**src/rtl/regfile_arbiter_if.sv**
```systemverilog
// regfile_arbiter_if: request/ack handshakes for the MAC and sig requesters plus the register-file port.
//   slave  : arbiter side (samples requests, drives acks and the rf_* strobes, samples rf_rdata)
//   master : requester/register-file side (drives requests and rf_rdata, samples acks and rf_* strobes)
interface regfile_arbiter_if #(
    parameter int DATA_W = 16,
    parameter int ADDR_W = 7
);
    logic              mac_req;
    logic              mac_we;
    logic [ADDR_W-1:0] mac_addr;
    logic [DATA_W-1:0] mac_wdata;
    logic              mac_ack;
    logic [DATA_W-1:0] mac_rdata;
    logic              mac_err;
    logic              sig_req;
    logic              sig_we;
    logic [ADDR_W-1:0] sig_addr;
    logic [DATA_W-1:0] sig_wdata;
    logic              sig_ack;
    logic [DATA_W-1:0] sig_rdata;
    logic              sig_err;
    logic [ADDR_W-1:0] rf_addr;
    logic [DATA_W-1:0] rf_wdata;
    logic              rf_we;
    logic              rf_re;
    logic [DATA_W-1:0] rf_rdata;

    modport slave (
        input  mac_req, mac_we, mac_addr, mac_wdata,
        output mac_ack, mac_rdata, mac_err,
        input  sig_req, sig_we, sig_addr, sig_wdata,
        output sig_ack, sig_rdata, sig_err,
        output rf_addr, rf_wdata, rf_we, rf_re,
        input  rf_rdata
    );

    modport master (
        output mac_req, mac_we, mac_addr, mac_wdata,
        input  mac_ack, mac_rdata, mac_err,
        output sig_req, sig_we, sig_addr, sig_wdata,
        input  sig_ack, sig_rdata, sig_err,
        input  rf_addr, rf_wdata, rf_we, rf_re,
        output rf_rdata
    );
endinterface

```
**src/rtl/regfile_arbiter.sv**
```systemverilog
// regfile_arbiter: single-port access controller sharing a DEPTH x DATA_W register file between MAC and sig.
//   clk, reset : clock and synchronous active-high reset
//   bus        : regfile_arbiter_if.slave -- mac_*/sig_* request/ack handshakes and the rf_* file port
//   busy       : high whenever the FSM is not idle
//   err_cnt    : saturating count of out-of-range requests
//   Define REGARB_FIXED_PRIO_EN to give MAC fixed priority on ties instead of round-robin.
module regfile_arbiter #(
    parameter int DATA_W = 16,
    parameter int ADDR_W = 7,
    parameter int DEPTH  = 100
) (
    input  logic                clk,
    input  logic                reset,
    regfile_arbiter_if.slave    bus,
    output logic                busy,
    output logic [7:0]          err_cnt
);
    typedef enum logic [1:0] {IDLE, ISSUE, WAIT, RESP} state_t;

    state_t            state, state_d;
    logic              gnt_sig, gnt_sig_d;
    logic              last_sig, last_sig_d;
    logic              l_we, l_we_d;
    logic [ADDR_W-1:0] l_addr, l_addr_d;
    logic [DATA_W-1:0] l_wdata, l_wdata_d;
    logic [ADDR_W-1:0] rf_addr_q, rf_addr_d;
    logic [DATA_W-1:0] rf_wdata_q, rf_wdata_d;
    logic              rf_we_q, rf_we_d;
    logic              rf_re_q, rf_re_d;
    logic              mac_ack_q, mac_ack_d;
    logic              sig_ack_q, sig_ack_d;
    logic              mac_err_q, mac_err_d;
    logic              sig_err_q, sig_err_d;
    logic [DATA_W-1:0] mac_rdata_q, mac_rdata_d;
    logic [DATA_W-1:0] sig_rdata_q, sig_rdata_d;
    logic [7:0]        err_cnt_d;
    logic              busy_d;
    logic              sig_win;
    logic              w_we;
    logic [ADDR_W-1:0] w_addr;
    logic [DATA_W-1:0] w_wdata;
    logic              w_err;
    logic              l_err;
    logic              fast;

    // Extra MSB so a DEPTH equal to 2**ADDR_W still compares correctly.
    function automatic logic out_of_range(input logic [ADDR_W-1:0] a);
        return {1'b0, a} >= (ADDR_W+1)'(DEPTH);
    endfunction

`ifdef REGARB_FIXED_PRIO_EN
    assign sig_win = bus.sig_req && !bus.mac_req;
`else
    // On a tie the requester that was not served last wins.
    assign sig_win = bus.sig_req && (!bus.mac_req || !last_sig);
`endif

    assign w_we    = sig_win ? bus.sig_we    : bus.mac_we;
    assign w_addr  = sig_win ? bus.sig_addr  : bus.mac_addr;
    assign w_wdata = sig_win ? bus.sig_wdata : bus.mac_wdata;
    assign w_err   = out_of_range(w_addr);
    assign l_err   = out_of_range(l_addr);
    // Writes and errors skip WAIT and answer straight from ISSUE.
    assign fast    = l_we || l_err;

    always_comb begin
        state_d     = state;
        gnt_sig_d   = gnt_sig;
        last_sig_d  = last_sig;
        l_we_d      = l_we;
        l_addr_d    = l_addr;
        l_wdata_d   = l_wdata;
        err_cnt_d   = err_cnt;
        rf_addr_d   = '0;
        rf_wdata_d  = '0;
        rf_we_d     = 1'b0;
        rf_re_d     = 1'b0;
        mac_ack_d   = 1'b0;
        sig_ack_d   = 1'b0;
        mac_err_d   = 1'b0;
        sig_err_d   = 1'b0;
        mac_rdata_d = '0;
        sig_rdata_d = '0;
        case (state)
            IDLE: begin
                if (bus.mac_req || bus.sig_req) begin
                    // Strobes are registered here so they are high exactly during ISSUE.
                    gnt_sig_d  = sig_win;
                    l_we_d     = w_we;
                    l_addr_d   = w_addr;
                    l_wdata_d  = w_wdata;
                    rf_we_d    = w_we && !w_err;
                    rf_re_d    = !w_we && !w_err;
                    rf_addr_d  = w_err ? '0 : w_addr;
                    rf_wdata_d = (w_we && !w_err) ? w_wdata : '0;
                    state_d    = ISSUE;
                end
            end
            ISSUE: begin
                state_d   = fast ? RESP : WAIT;
                mac_ack_d = fast && !gnt_sig;
                sig_ack_d = fast && gnt_sig;
                mac_err_d = l_err && !gnt_sig;
                sig_err_d = l_err && gnt_sig;
            end
            WAIT: begin
                state_d     = RESP;
                mac_ack_d   = !gnt_sig;
                sig_ack_d   = gnt_sig;
                mac_rdata_d = gnt_sig ? '0 : bus.rf_rdata;
                sig_rdata_d = gnt_sig ? bus.rf_rdata : '0;
            end
            RESP: begin
                state_d    = IDLE;
                last_sig_d = gnt_sig;
                err_cnt_d  = (l_err && err_cnt != 8'hFF) ? err_cnt + 8'd1 : err_cnt;
            end
            default: state_d = IDLE;
        endcase
        busy_d = state_d != IDLE;
    end

    always_ff @(posedge clk) begin
        if (reset) begin
            state       <= IDLE;
            gnt_sig     <= 1'b0;
            last_sig    <= 1'b1;
            l_we        <= 1'b0;
            l_addr      <= '0;
            l_wdata     <= '0;
            rf_addr_q   <= '0;
            rf_wdata_q  <= '0;
            rf_we_q     <= 1'b0;
            rf_re_q     <= 1'b0;
            mac_ack_q   <= 1'b0;
            sig_ack_q   <= 1'b0;
            mac_err_q   <= 1'b0;
            sig_err_q   <= 1'b0;
            mac_rdata_q <= '0;
            sig_rdata_q <= '0;
            err_cnt     <= '0;
            busy        <= 1'b0;
        end else begin
            state       <= state_d;
            gnt_sig     <= gnt_sig_d;
            last_sig    <= last_sig_d;
            l_we        <= l_we_d;
            l_addr      <= l_addr_d;
            l_wdata     <= l_wdata_d;
            rf_addr_q   <= rf_addr_d;
            rf_wdata_q  <= rf_wdata_d;
            rf_we_q     <= rf_we_d;
            rf_re_q     <= rf_re_d;
            mac_ack_q   <= mac_ack_d;
            sig_ack_q   <= sig_ack_d;
            mac_err_q   <= mac_err_d;
            sig_err_q   <= sig_err_d;
            mac_rdata_q <= mac_rdata_d;
            sig_rdata_q <= sig_rdata_d;
            err_cnt     <= err_cnt_d;
            busy        <= busy_d;
        end
    end

    assign bus.rf_addr   = rf_addr_q;
    assign bus.rf_wdata  = rf_wdata_q;
    assign bus.rf_we     = rf_we_q;
    assign bus.rf_re     = rf_re_q;
    assign bus.mac_ack   = mac_ack_q;
    assign bus.sig_ack   = sig_ack_q;
    assign bus.mac_err   = mac_err_q;
    assign bus.sig_err   = sig_err_q;
    assign bus.mac_rdata = mac_rdata_q;
    assign bus.sig_rdata = sig_rdata_q;
endmodule

```
**src/flat_wrapper.sv**
```systemverilog
// flat-port wrapper written by rule: the top's interface ports become plain ports
module regfile_arbiter_flat 
#(
    parameter int DATA_W = 16,
    parameter int ADDR_W = 7,
    parameter int DEPTH  = 100
)
  (clk, reset, busy, err_cnt, bus_mac_req, bus_mac_we, bus_mac_addr, bus_mac_wdata, bus_mac_ack, bus_mac_rdata, bus_mac_err, bus_sig_req, bus_sig_we, bus_sig_addr, bus_sig_wdata, bus_sig_ack, bus_sig_rdata, bus_sig_err, bus_rf_addr, bus_rf_wdata, bus_rf_we, bus_rf_re, bus_rf_rdata);
  regfile_arbiter_if #(.DATA_W(DATA_W), .ADDR_W(ADDR_W)) bus_i ();
  input  logic clk;
  input  logic reset;
  output logic busy;
  output logic [7:0] err_cnt;
  input wire logic [$bits(bus_i.mac_req)-1:0] bus_mac_req;
  input wire logic [$bits(bus_i.mac_we)-1:0] bus_mac_we;
  input wire logic [$bits(bus_i.mac_addr)-1:0] bus_mac_addr;
  input wire logic [$bits(bus_i.mac_wdata)-1:0] bus_mac_wdata;
  output wire logic [$bits(bus_i.mac_ack)-1:0] bus_mac_ack;
  output wire logic [$bits(bus_i.mac_rdata)-1:0] bus_mac_rdata;
  output wire logic [$bits(bus_i.mac_err)-1:0] bus_mac_err;
  input wire logic [$bits(bus_i.sig_req)-1:0] bus_sig_req;
  input wire logic [$bits(bus_i.sig_we)-1:0] bus_sig_we;
  input wire logic [$bits(bus_i.sig_addr)-1:0] bus_sig_addr;
  input wire logic [$bits(bus_i.sig_wdata)-1:0] bus_sig_wdata;
  output wire logic [$bits(bus_i.sig_ack)-1:0] bus_sig_ack;
  output wire logic [$bits(bus_i.sig_rdata)-1:0] bus_sig_rdata;
  output wire logic [$bits(bus_i.sig_err)-1:0] bus_sig_err;
  output wire logic [$bits(bus_i.rf_addr)-1:0] bus_rf_addr;
  output wire logic [$bits(bus_i.rf_wdata)-1:0] bus_rf_wdata;
  output wire logic [$bits(bus_i.rf_we)-1:0] bus_rf_we;
  output wire logic [$bits(bus_i.rf_re)-1:0] bus_rf_re;
  input wire logic [$bits(bus_i.rf_rdata)-1:0] bus_rf_rdata;
  assign bus_i.mac_req = bus_mac_req;
  assign bus_i.mac_we = bus_mac_we;
  assign bus_i.mac_addr = bus_mac_addr;
  assign bus_i.mac_wdata = bus_mac_wdata;
  assign bus_mac_ack = bus_i.mac_ack;
  assign bus_mac_rdata = bus_i.mac_rdata;
  assign bus_mac_err = bus_i.mac_err;
  assign bus_i.sig_req = bus_sig_req;
  assign bus_i.sig_we = bus_sig_we;
  assign bus_i.sig_addr = bus_sig_addr;
  assign bus_i.sig_wdata = bus_sig_wdata;
  assign bus_sig_ack = bus_i.sig_ack;
  assign bus_sig_rdata = bus_i.sig_rdata;
  assign bus_sig_err = bus_i.sig_err;
  assign bus_rf_addr = bus_i.rf_addr;
  assign bus_rf_wdata = bus_i.rf_wdata;
  assign bus_rf_we = bus_i.rf_we;
  assign bus_rf_re = bus_i.rf_re;
  assign bus_i.rf_rdata = bus_rf_rdata;
  regfile_arbiter #(.DATA_W(DATA_W), .ADDR_W(ADDR_W), .DEPTH(DEPTH)) u_core (.clk(clk), .reset(reset), .bus(bus_i), .busy(busy), .err_cnt(err_cnt));
endmodule
```
**config.mk**
```make
export PLATFORM = sky130hd
export DESIGN_NAME = regfile_arbiter_flat
export DESIGN_NICKNAME = d
export VERILOG_FILES = /design/src/rtl/regfile_arbiter_if.sv /design/src/rtl/regfile_arbiter.sv /design/src/flat_wrapper.sv
export SDC_FILE = /design/constraint.sdc
export NUM_CORES = 1
export LEC_CHECK = 0
export ABC_AREA = 1
export CORE_ASPECT_RATIO = 0.8
export CORE_MARGIN = 4
export CORE_UTILIZATION = 44
export DETAILED_ROUTE_END_ITERATION = 8
export MAX_ROUTING_LAYER = met4
export PLACE_DENSITY = 0.85
export SLEW_MARGIN = 20
export SYNTH_ARGS = -nofsm -noshare
export SYNTH_HDL_FRONTEND = slang
export SYNTH_SLANG_ARGS = --single-unit
```
**constraint.sdc**
```tcl
create_clock -name clk -period 2.67 [get_ports clk]
set_input_delay 0.801 -clock clk [delete_from_list [all_inputs] [get_ports clk]]
set_output_delay 0.801 -clock clk [all_outputs]
set_load 0.02 [all_outputs]
```
# Yosys cells after proc, flatten, opt, wreduce, memory -nomap -nowiden
# Index checks and enable logic that the tools add are counted.
# word_totals
ff_bits,82
input_bits,68
output_inout_bits,70
word_cells,64
# op_classes
n_addsub,1
order_cmp,2
n_eq_ne,4
n_mux,8
bitwise,6
reduce_logical,26
# ops
operator,n
$mux W16,1
$ge A7 B7 Y1 const B,2
$reduce_or A3 Y1,3
$add A8 B1 Y8 const B,1
$logic_and A1 B1 Y1,8
$ne A8 B8 Y1 const B,1
$pmux W2 S4,1
$reduce_or A4 Y1,2
$mux W7,1
$not A1 Y1,6
$logic_not A1 Y1,5
$eq A2 B2 Y1 const B,2
$pmux W1 S2,2
$reduce_and A2 Y1,2
$logic_or A1 B1 Y1,3
$eq A2 B1 Y1 const B,1
$logic_not A2 Y1,1
$mux W1,2
$mux W2,1
$reduce_bool A2 Y1,1
$reduce_or A2 Y1,1

# Depth between registers and ports, before layout
# Gate-level depths: netlist of the first run.
# depth
ltp_word,9
ltp_mapped,9

# Worst setup path after synthesis of the first run
# Ideal clock, no wire load.
# synth_timing
path_type,input to register
from,in bus_sig_req
to,reg u_core.rf_wdata_q[10] (netlist: u_core.bus.rf_wdata[10])
setup_ns,0.062
arrival_time_ns,1.714
required_time_ns,2.608
path_slack_ns,0.894
stages,8
path_buffers,3
cell_sequence,buf_4 nand2_4 buf_4 nand2_1 nand2_1 nand3_4 buf_6 nor2_2
# synth_between
elab_chain_len,7
word_cells_on_any_way,11
classes_between,order compare: 1; mux: 3; bitwise: 2; reduce/logical: 5
# synth_lines
item,line,rtl
"start, declared",flat_wrapper.sv:21,input wire logic [$bits(bus_i.sig_req)-1:0] bus_sig_req;
$logic_and A1 B1 Y1,regfile_arbiter.sv:55,assign sig_win = bus.sig_req && (!bus.mac_req || !last_sig);
$mux W7,regfile_arbiter.sv:59,assign w_addr = sig_win ? bus.sig_addr : bus.mac_addr;
$ge A7 B7 Y1,regfile_arbiter.sv:48,"return {1'b0, a} >= (ADDR_W+1)'(DEPTH);"
$logic_not A1 Y1,regfile_arbiter.sv:95,rf_wdata_d = (w_we && !w_err) ? w_wdata : '0;
$logic_and A1 B1 Y1,regfile_arbiter.sv:95,
$not A1 Y1 (no source line),n/a,
$reduce_or A4 Y1 (no source line),n/a,
"end signal, assigned",regfile_arbiter.sv:151,rf_wdata_q <= rf_wdata_d;
"end, declared",regfile_arbiter.sv:27,"logic [DATA_W-1:0] rf_wdata_q, rf_wdata_d;"
# Parallel ways exist; a longest one is shown, timed or not.
# A chain may end at the register's enable or synchronous reset.

# Final worst setup path of the first run
# layout_timing
from,reg u_core.err_cnt[2]
to,out err_cnt[2]
# layout_lines
item,line,rtl
"start, declared",regfile_arbiter.sv:16,output logic [7:0] err_cnt
"start signal, assigned",regfile_arbiter.sv:160,err_cnt <= err_cnt_d;
"end, declared",flat_wrapper.sv:13,output logic [7:0] err_cnt;
# No word-level cell between the ends.

==> results of run 1 <==
-- tightest hold or removal path, stage by stage (launching register included) --
cell,delay (ps)
dfxtp_1,330
inv_1,50
o21ai_0,70
-- final cells by class --
type	count	area [sq um]
fill	511	1850
sequential	80	1600
timing repair buffer	140	1390
multi-input combinational	222	1050
inverter	63	236
clock buffer	9	124
tap	84	105
clock inverter	7	77.6
-- how the worst max path moves through the flow --
stage	startpoint	end	cells past startpoint
final	u_core.err_cnt[2]$_SDFFE_PP0P_	err_cnt[2]	1
after global routing	bus_sig_req	u_core.bus.rf_wdata[4]$_SDFF_PP0_	5
after CTS	u_core.err_cnt[2]$_SDFFE_PP0P_	err_cnt[2]	1
after detailed placement	bus_sig_req	u_core.bus.rf_wdata[4]$_SDFF_PP0_	5
after global placement	bus_sig_req	u_core.bus.rf_wdata[3]$_SDFF_PP0_	5
after floorplan	bus_sig_req	u_core.bus.rf_wdata[10]$_SDFF_PP0_	8
-- flip-flops by register name, summed over array words and instances, names as in the netlist --
| signal | cells |
|---|---|
| u_core.bus.mac_ack | 1 |
| u_core.bus.rf_addr | 7 |
| u_core.bus.rf_we | 1 |
| u_core.l_we | 1 |
| u_core.busy | 1 |
| u_core.bus.mac_err | 1 |
| u_core.bus.rf_wdata | 16 |
| u_core.bus.sig_err | 1 |
| u_core.bus.sig_rdata | 16 |
| u_core.gnt_sig | 1 |
| u_core.err_cnt | 8 |
| u_core.l_addr | 5 |
| u_core.bus.sig_ack | 1 |
| u_core.bus.rf_re | 1 |
| u_core.bus.mac_rdata | 16 |
| u_core.state | 2 |
| u_core.last_sig | 1 |
-- layer usage --
| metal | part of all wire | global-route usage |
|---|---|---|
| met5 | 0 | - |
| met4 | 0.0061 | 0.0327 |
| met3 | 0.080 | 0.0738 |
| met2 | 0.52 | 0.357 |
| met1 | 0.40 | 0.210 |
-- logic make-up (layout without fill, tap and decap cells) --
kind of cell | after synthesis | count (layout)
AO/OA/AOI/OAI | 27 | 27
XOR/XNOR | 5 | 5
adder cells (fa/ha/maj) | 6 | 6
buffers and inverters | 73 | 219
flip-flops | 80 | 80
multiplexers | 2 | 2
AND/OR/NAND/NOR | 182 | 182
-- cell usage in the layout, fill, tap and decap left out, drive strengths merged, types with 6 or more instances in the layout --
master / instances
a21oi: 15
clkbuf: 9
clkdlybuf4s50: 137
dfxtp: 80
ha: 6
inv: 66
nand2: 96
nand3: 10
nand3b: 7
nor2: 65
o21ai: 11
-- per-stage QoR --
| step | worst slack (ps) | area, sq um | power (W) |
|---|---|---|---|
| after detailed placement | 140 | 4390 | 0.00219 |
| after floorplan | 894 | 2950 | 0.00183 |
| after global routing | 340 | 4590 | 0.00322 |
| final | 452 | 4590 | 0.00304 |
| after global placement | 240 | 4390 | 0.00216 |
| after CTS | 441 | 4590 | 0.00308 |
-- power groups by stage --
stage / clock network, W / registers, W / logic, W
after floorplan: 0 / 0.00152 / 0.000316
after global placement: 0 / 0.00141 / 0.000749
after detailed placement: 0 / 0.00142 / 0.000772
after CTS: 0.000911 / 0.00139 / 0.000778
after global routing: 0.000960 / 0.00140 / 0.000851
final: 0.000886 / 0.00139 / 0.000771
==> key figures, run 1 <==
STA
  • Final Slew Violations: 0
  • Crit share post-route: 0.831
  • RSZ-0062 raised after global routing: false
  • Final Skew: 5.31 ps
  • Hold_ws: 490 ps
  • Worst Tran Pin Value: 690 ps
  • Crit path time final: 2220 ps
  • Maximum clock rate: 0.451 GHz
  • Setup TNS: 0 ps
  • Slew margin rel.: 0.538
  • # setup viols final: 0
  • Hold Fails Final Rpt: 0

Clock network
  • Root Driver: clkbuf_8
  • Num CTS Buffers: 9
  • H-Tree Depth: 3
  • Post CTS Setup Buffer Count: 0
  • CTS Sinks: 80
  • TritonCTS clock tree: yes
  • Clk Latency, worst-skew pair: 340 ps
  • CTS max path bufs: 2
  • PostCTS Resize Cnt: 0
  • CTS clk-pin slew, worst paths: 80 ps
  • CTS hold repair buffers: 0

Status
  • Status: complete, no violations

Power
  • Combinational share of power: 0.253
  • Share of power burned in registers: 0.456
  • Internal: 0.00212 W
  • VDD IR max: 503 uV
  • Clock network fraction of design power: 0.291
  • Power per cell area: 663 nW/um^2
  • Leak pwr: 2.13 nW
  • Sw power: 0.000928 W
  • Switch share: 0.305

Drt
  • Post-DR wirelength/cell: 12.5 um
  • Final WL: 7560 um
  • DRC Markers: 0
  • Routed vias/inst: 4.54
  • Via Count: 2747
  • Initial DRC count: 85
  • DRT antenna net count: 0
  • DRT Pass-1 Iters: 4

Logic synthesis
  • Post-Synthesis Cells: 375
  • Post-synth top area share: 0.544
  • Syn Nets: 449
  • Mapped Avg Cell Area: 7.86 sq um
  • Post-synth EDFFs: 0
  • Post-synthesis mux area share: 0.00679
  • Compound-cell area share of the yosys netlist: 0.0463
  • Adder-Cell Fraction of Synth Area: 0.0255
  • Post-synth top flop: dfxtp_1
  • Largest family of logic cells by synthesized area: simple AND/OR/NAND/NOR gates
  • Top-count cell post-synth: nand2_1
  • Synthesized area: 2950 sq um
  • Post-synthesis async set-or-reset flop share: 0
  • Synth cell types: 26
  • Synth Area in XOR/XNOR: 0.0149
  • Sequential area share after synthesis: 0.544
  • Cell taking the most area after synthesis: dfxtp_1
  • Largest cells by area after synthesis: dfxtp_1, nand2_1, inv_1, nor2_1, a21oi_1
  • Synth Area in Simple Gates: 0.264
  • FF+latch count, synth: 80
  • Synth top cells by count: nand2_1, dfxtp_1, inv_1, nor2_1, a21oi_1
  • Yosys warns: 0

Critical path
  • Buf+Inv Stages, Crit Path: 1
  • Crit-path slowest cell: clkdlybuf4s50_1
  • Crit path launch type: register
  • Critical Path Sink Type: output pin
  • Worst path required time: 1870 ps
  • Worst Setup Path Type: reg2out
  • Worst reg2reg path startpoint: u_core.state[0]$_SDFF_PP0_
  • Slowest stage delay, CP: 640 ps
  • Crit path max-delay family: buffers and inverters
  • Critical-path maximum fanout: 6
  • Crit path DAT: 1420 ps
  • Worst flop-to-flop path endpoint: u_core.bus.rf_wdata[4]$_SDFF_PP0_
  • Worst-case reg-to-reg path depth: 6
  • Worst path cell trace: clkdlybuf4s50_1
  • Flop2flop setup slack: 1060 ps

Min path
  • Worst Hold Path Cells: 2
  • Worst Hold Launch: u_core.last_sig$_SDFFE_PP1P_
  • Worst hold path endpoint: u_core.last_sig$_SDFFE_PP1P_
  • Hold Path Class: reg2reg

Die
  • Core area: 6440 sq um
  • I/O pin total: 138
  • DIE HEIGHT: 81.2 um
  • Starting Density: 0.457
  • Die Wd: 99.5 um
  • DIE AREA: 8080 sq um
  • Num rows: 26

Global routing
  • Initial antenna violation count: 0
  • Tot GR Track Use: 0.197
  • First-pass GRT wire length: 12300 um
  • Pin count of the biggest net entering global routing: 19
  • Vias in the first global route: 2717
  • Overflow after GRT: 0

Finish
  • Layout area overhead: 55.8%
  • Ratio of cells with drive above 1 in the final layout: 0.0672
  • ANT cells: 0
  • Finished Layout Cells: 605
  • Final core occ: 0.713
  • Nets@finish: 590

Placement
  • I/O Buffers: 137
  • Placed cell count: 589
  • GP Congestion: 0.829
  • Final HPWL DP: 6000 um

Run
  • MaxCap Viol Count: 0
Note: power is estimated with default switching activity, not from simulation.
==> run 2: changes to the inputs <==
CORE_UTILIZATION = 37   (was 44)
PLACE_DENSITY = 0.76   (was 0.85)
clock period = 2 ns   (was 2.67 ns; I/O delays follow)
==> run 2 against run 1 <==
Effect of this change: die area is 17% higher; combinational power is 43% higher; via count is 0.25% higher; non-clock buffer count is 15 higher; power is 38% higher; worst setup slack worse by 340 ps; critical endpoint is now u_core.bus.rf_wdata[15]$_SDFF_PP0_.
==> key figures, run 2 (synthesis results as in run 1) <==
Finish
  • Nets@finish: 605 (+2.5%)
  • Final core occ: 0.630 (-0.0828)
  • Finished Layout Cells: 641 (+6.0%)
  • Layout area overhead: 61.8%
  • ANT cells: 0 (unchanged)
  • Most common cell after layout, fill and taps aside: clkdlybuf4s50_1
  • Most frequent cells in the layout: clkdlybuf4s50_1, nand2_1, dfxtp_1
  • Ratio of cells with drive above 1 in the final layout: 0.0896 (+0.0224)

STA
  • Slew margin rel.: 0.752 (+0.213)
  • Crit path time final: 1890 ps
  • RSZ-0062 raised after global routing: false
  • Crit share post-route: 0.946
  • Final Slew Violations: 0 (unchanged)
  • Worst Tran Pin Value: 372 ps (-318 ps)
  • Final Skew: 8.98 ps (+3.68 ps)
  • Hold Fails Final Rpt: 0 (unchanged)
  • Hold_ws: 518 ps (+28.2 ps)
  • Maximum clock rate: 0.529 GHz
  • # setup viols final: 0 (unchanged)

Critical path
  • Worst-case reg-to-reg path depth: 9 (+3)
  • Critical Path Sink Type: register
  • Worst reg2reg path startpoint: u_core.err_cnt[0]$_SDFFE_PP0P_
  • Worst Setup Path Type: in2reg
  • Crit path max-delay family: simple AND/OR/NAND/NOR gates
  • Crit-path slowest cell: clkdlybuf4s50_1
  • Worst path required time: 2270 ps (+400 ps)
  • Critical-path maximum fanout: 17 (+11)
  • Crit path launch type: input pin
  • Worst path cell trace: clkdlybuf4s50_1 -> nand2_4 -> nand2_1 -> nand2_1 -> nand3_1 -> nand2_2 -> nand3_4 -> nor2_1
  • Flop2flop setup slack: 540 ps (-520 ps)
  • Cell mode on critical path: nand2_1
  • Worst flop-to-flop path endpoint: u_core.err_cnt[0]$_SDFFE_PP0P_
  • Slowest stage delay, CP: 570 ps (-70 ps)
  • Crit path DAT: 2160 ps (+740 ps)
  • Buf+Inv Stages, Crit Path: 1 (unchanged)

Drt
  • Routed vias/inst: 4.30 (-5.4%)
  • DRC Markers: 0 (unchanged)
  • Final WL: 7680 um (+1.6%)
  • Post-DR wirelength/cell: 12.0 um (-4.1%)
  • Via Count: 2754 (+0.25%)
  • DRT Pass-1 Iters: 4 (unchanged)
  • Initial DRC count: 99 (+16%)
  • DRT antenna net count: 0 (unchanged)

Placement
  • GP Congestion: 0.841 (+1.4%)
  • I/O Buffers: 137 (unchanged)
  • Placed cell count: 625 (+6.1%)
  • Final HPWL DP: 6220 um (+3.6%)

Die
  • Num rows: 28 (+7.7%)
  • Die Wd: 108 um (+8.3%)
  • Starting Density: 0.389 (-0.0681)
  • DIE AREA: 9460 sq um (+17%)
  • DIE HEIGHT: 87.8 um (+8.2%)
  • I/O pin total: 138 (unchanged)
  • Core area: 7570 sq um (+17%)

Status
  • Status: complete, no violations

Global routing
  • Vias in the first global route: 2652 (-2.4%)
  • Tot GR Track Use: 0.166 (-0.0309)
  • Overflow after GRT: 0 (unchanged)
  • First-pass GRT wire length: 12200 um (-0.96%)
  • Pin count of the biggest net entering global routing: 19 (unchanged)
  • Initial antenna violation count: 0 (unchanged)

Clock network
  • H-Tree Depth: 3 (unchanged)
  • CTS max path bufs: 2 (unchanged)
  • CTS Sinks: 80 (unchanged)
  • Num CTS Buffers: 9 (unchanged)
  • TritonCTS clock tree: yes
  • Root Driver: clkbuf_8
  • CTS hold repair buffers: 0 (unchanged)
  • Clk Latency, worst-skew pair: 330 ps (about the same)
  • CTS clk-pin slew, worst paths: 80 ps (about the same)

Power
  • VDD IR max: 596 uV (+18%)
  • Power per cell area: 883 nW/um^2 (+33%)
  • Leak pwr: 2.29 nW (+7.8%)
  • Total power: 0.00421 W (+38%)

Min path
  • Worst hold path endpoint: u_core.bus.mac_ack$_SDFF_PP0_
  • Hold Path Class: reg2reg
  • Worst Hold Launch: u_core.gnt_sig$_SDFFE_PP0P_
  • Worst Hold Path Cells: 1 (-1)

Run
  • MaxCap Viol Count: 0 (unchanged)
## run 2: cell types whose count changed in the layout (fill, tap and decap cells not counted), sizes merged
cell           before  now
buf                 3   18
bufinv              1    2
clkbuf              9   11
clkdlybuf4s50     137  129
dlygate4sd2         0    5
dlymetal6s2s        0    3
inv                66   63
## run 2: final cells by class
| type | count | area (sq um) |
|---|---|---|
| clock inverter | 5 | 81.3 |
| fill | 667 | 2800 |
| tap | 105 | 131 |
| timing repair buffer | 155 | 1530 |
| sequential | 80 | 1600 |
| clock buffer | 11 | 131 |
| multi-input combinational | 222 | 1050 |
| inverter | 63 | 236 |
## run 2: report_power, final
group	leakage [nW]	internal, W	switching (W)	total (W)
Sequential	0.649	0.00178	0.0000774	0.00186
Combinational	1.54	0.000524	0.000576	0.00110
Clock	0.104	0.000704	0.000551	0.00125
Total	2.29	0.00301	0.00120	0.00421
## run 2: how the worst max path moves through the flow
stage                     cells after the start                            endpoint  slack [ps]                            from
after detailed placement                      8   u_core.bus.rf_wdata[4]$_SDFF_PP0_        -250                     bus_sig_req
after global routing                          8   u_core.bus.rf_wdata[1]$_SDFF_PP0_           5                     bus_sig_req
after CTS                                     1                          err_cnt[7]           5  u_core.err_cnt[7]$_SDFFE_PP0P_
final                                         8  u_core.bus.rf_wdata[15]$_SDFF_PP0_         110                     bus_sig_req
after floorplan                               8  u_core.bus.rf_wdata[10]$_SDFF_PP0_         420                     bus_sig_req
after global placement                        8   u_core.bus.rf_wdata[3]$_SDFF_PP0_        -120                     bus_sig_req
## run 2: stage by stage
step	setup WS (ps)	TNS, ps	cell area (sq um)
after floorplan	425	0	2950
after global placement	-116	-2190	4550
after detailed placement	-250	-4790	4550
after CTS	4.93	0	4760
after global routing	4.99	0	4770
final	108	0	4770
## run 2: worst register-to-register path, delay by kind of cell (launching register included)
family	cells	cell delay [ps]
DFF	1	360
and+or+nand+nor	6	640
adders and majority gates	1	260
buffers and inverters	2	100
## run 2: layer usage
metal	global-route usage	up-vias	share of wire
li1	-	1429	-
met1	0.196	1228	0.44
met2	0.278	89	0.47
met3	0.0531	8	0.085
met4	0.0378	0	0.0066
met5	-	-	0
## run 2: repair_timing
action | CTS | global route
endpoints found under the setup margin | 5 | 3
resized for setup | 5 | 3
buffers inserted | 0 | 0
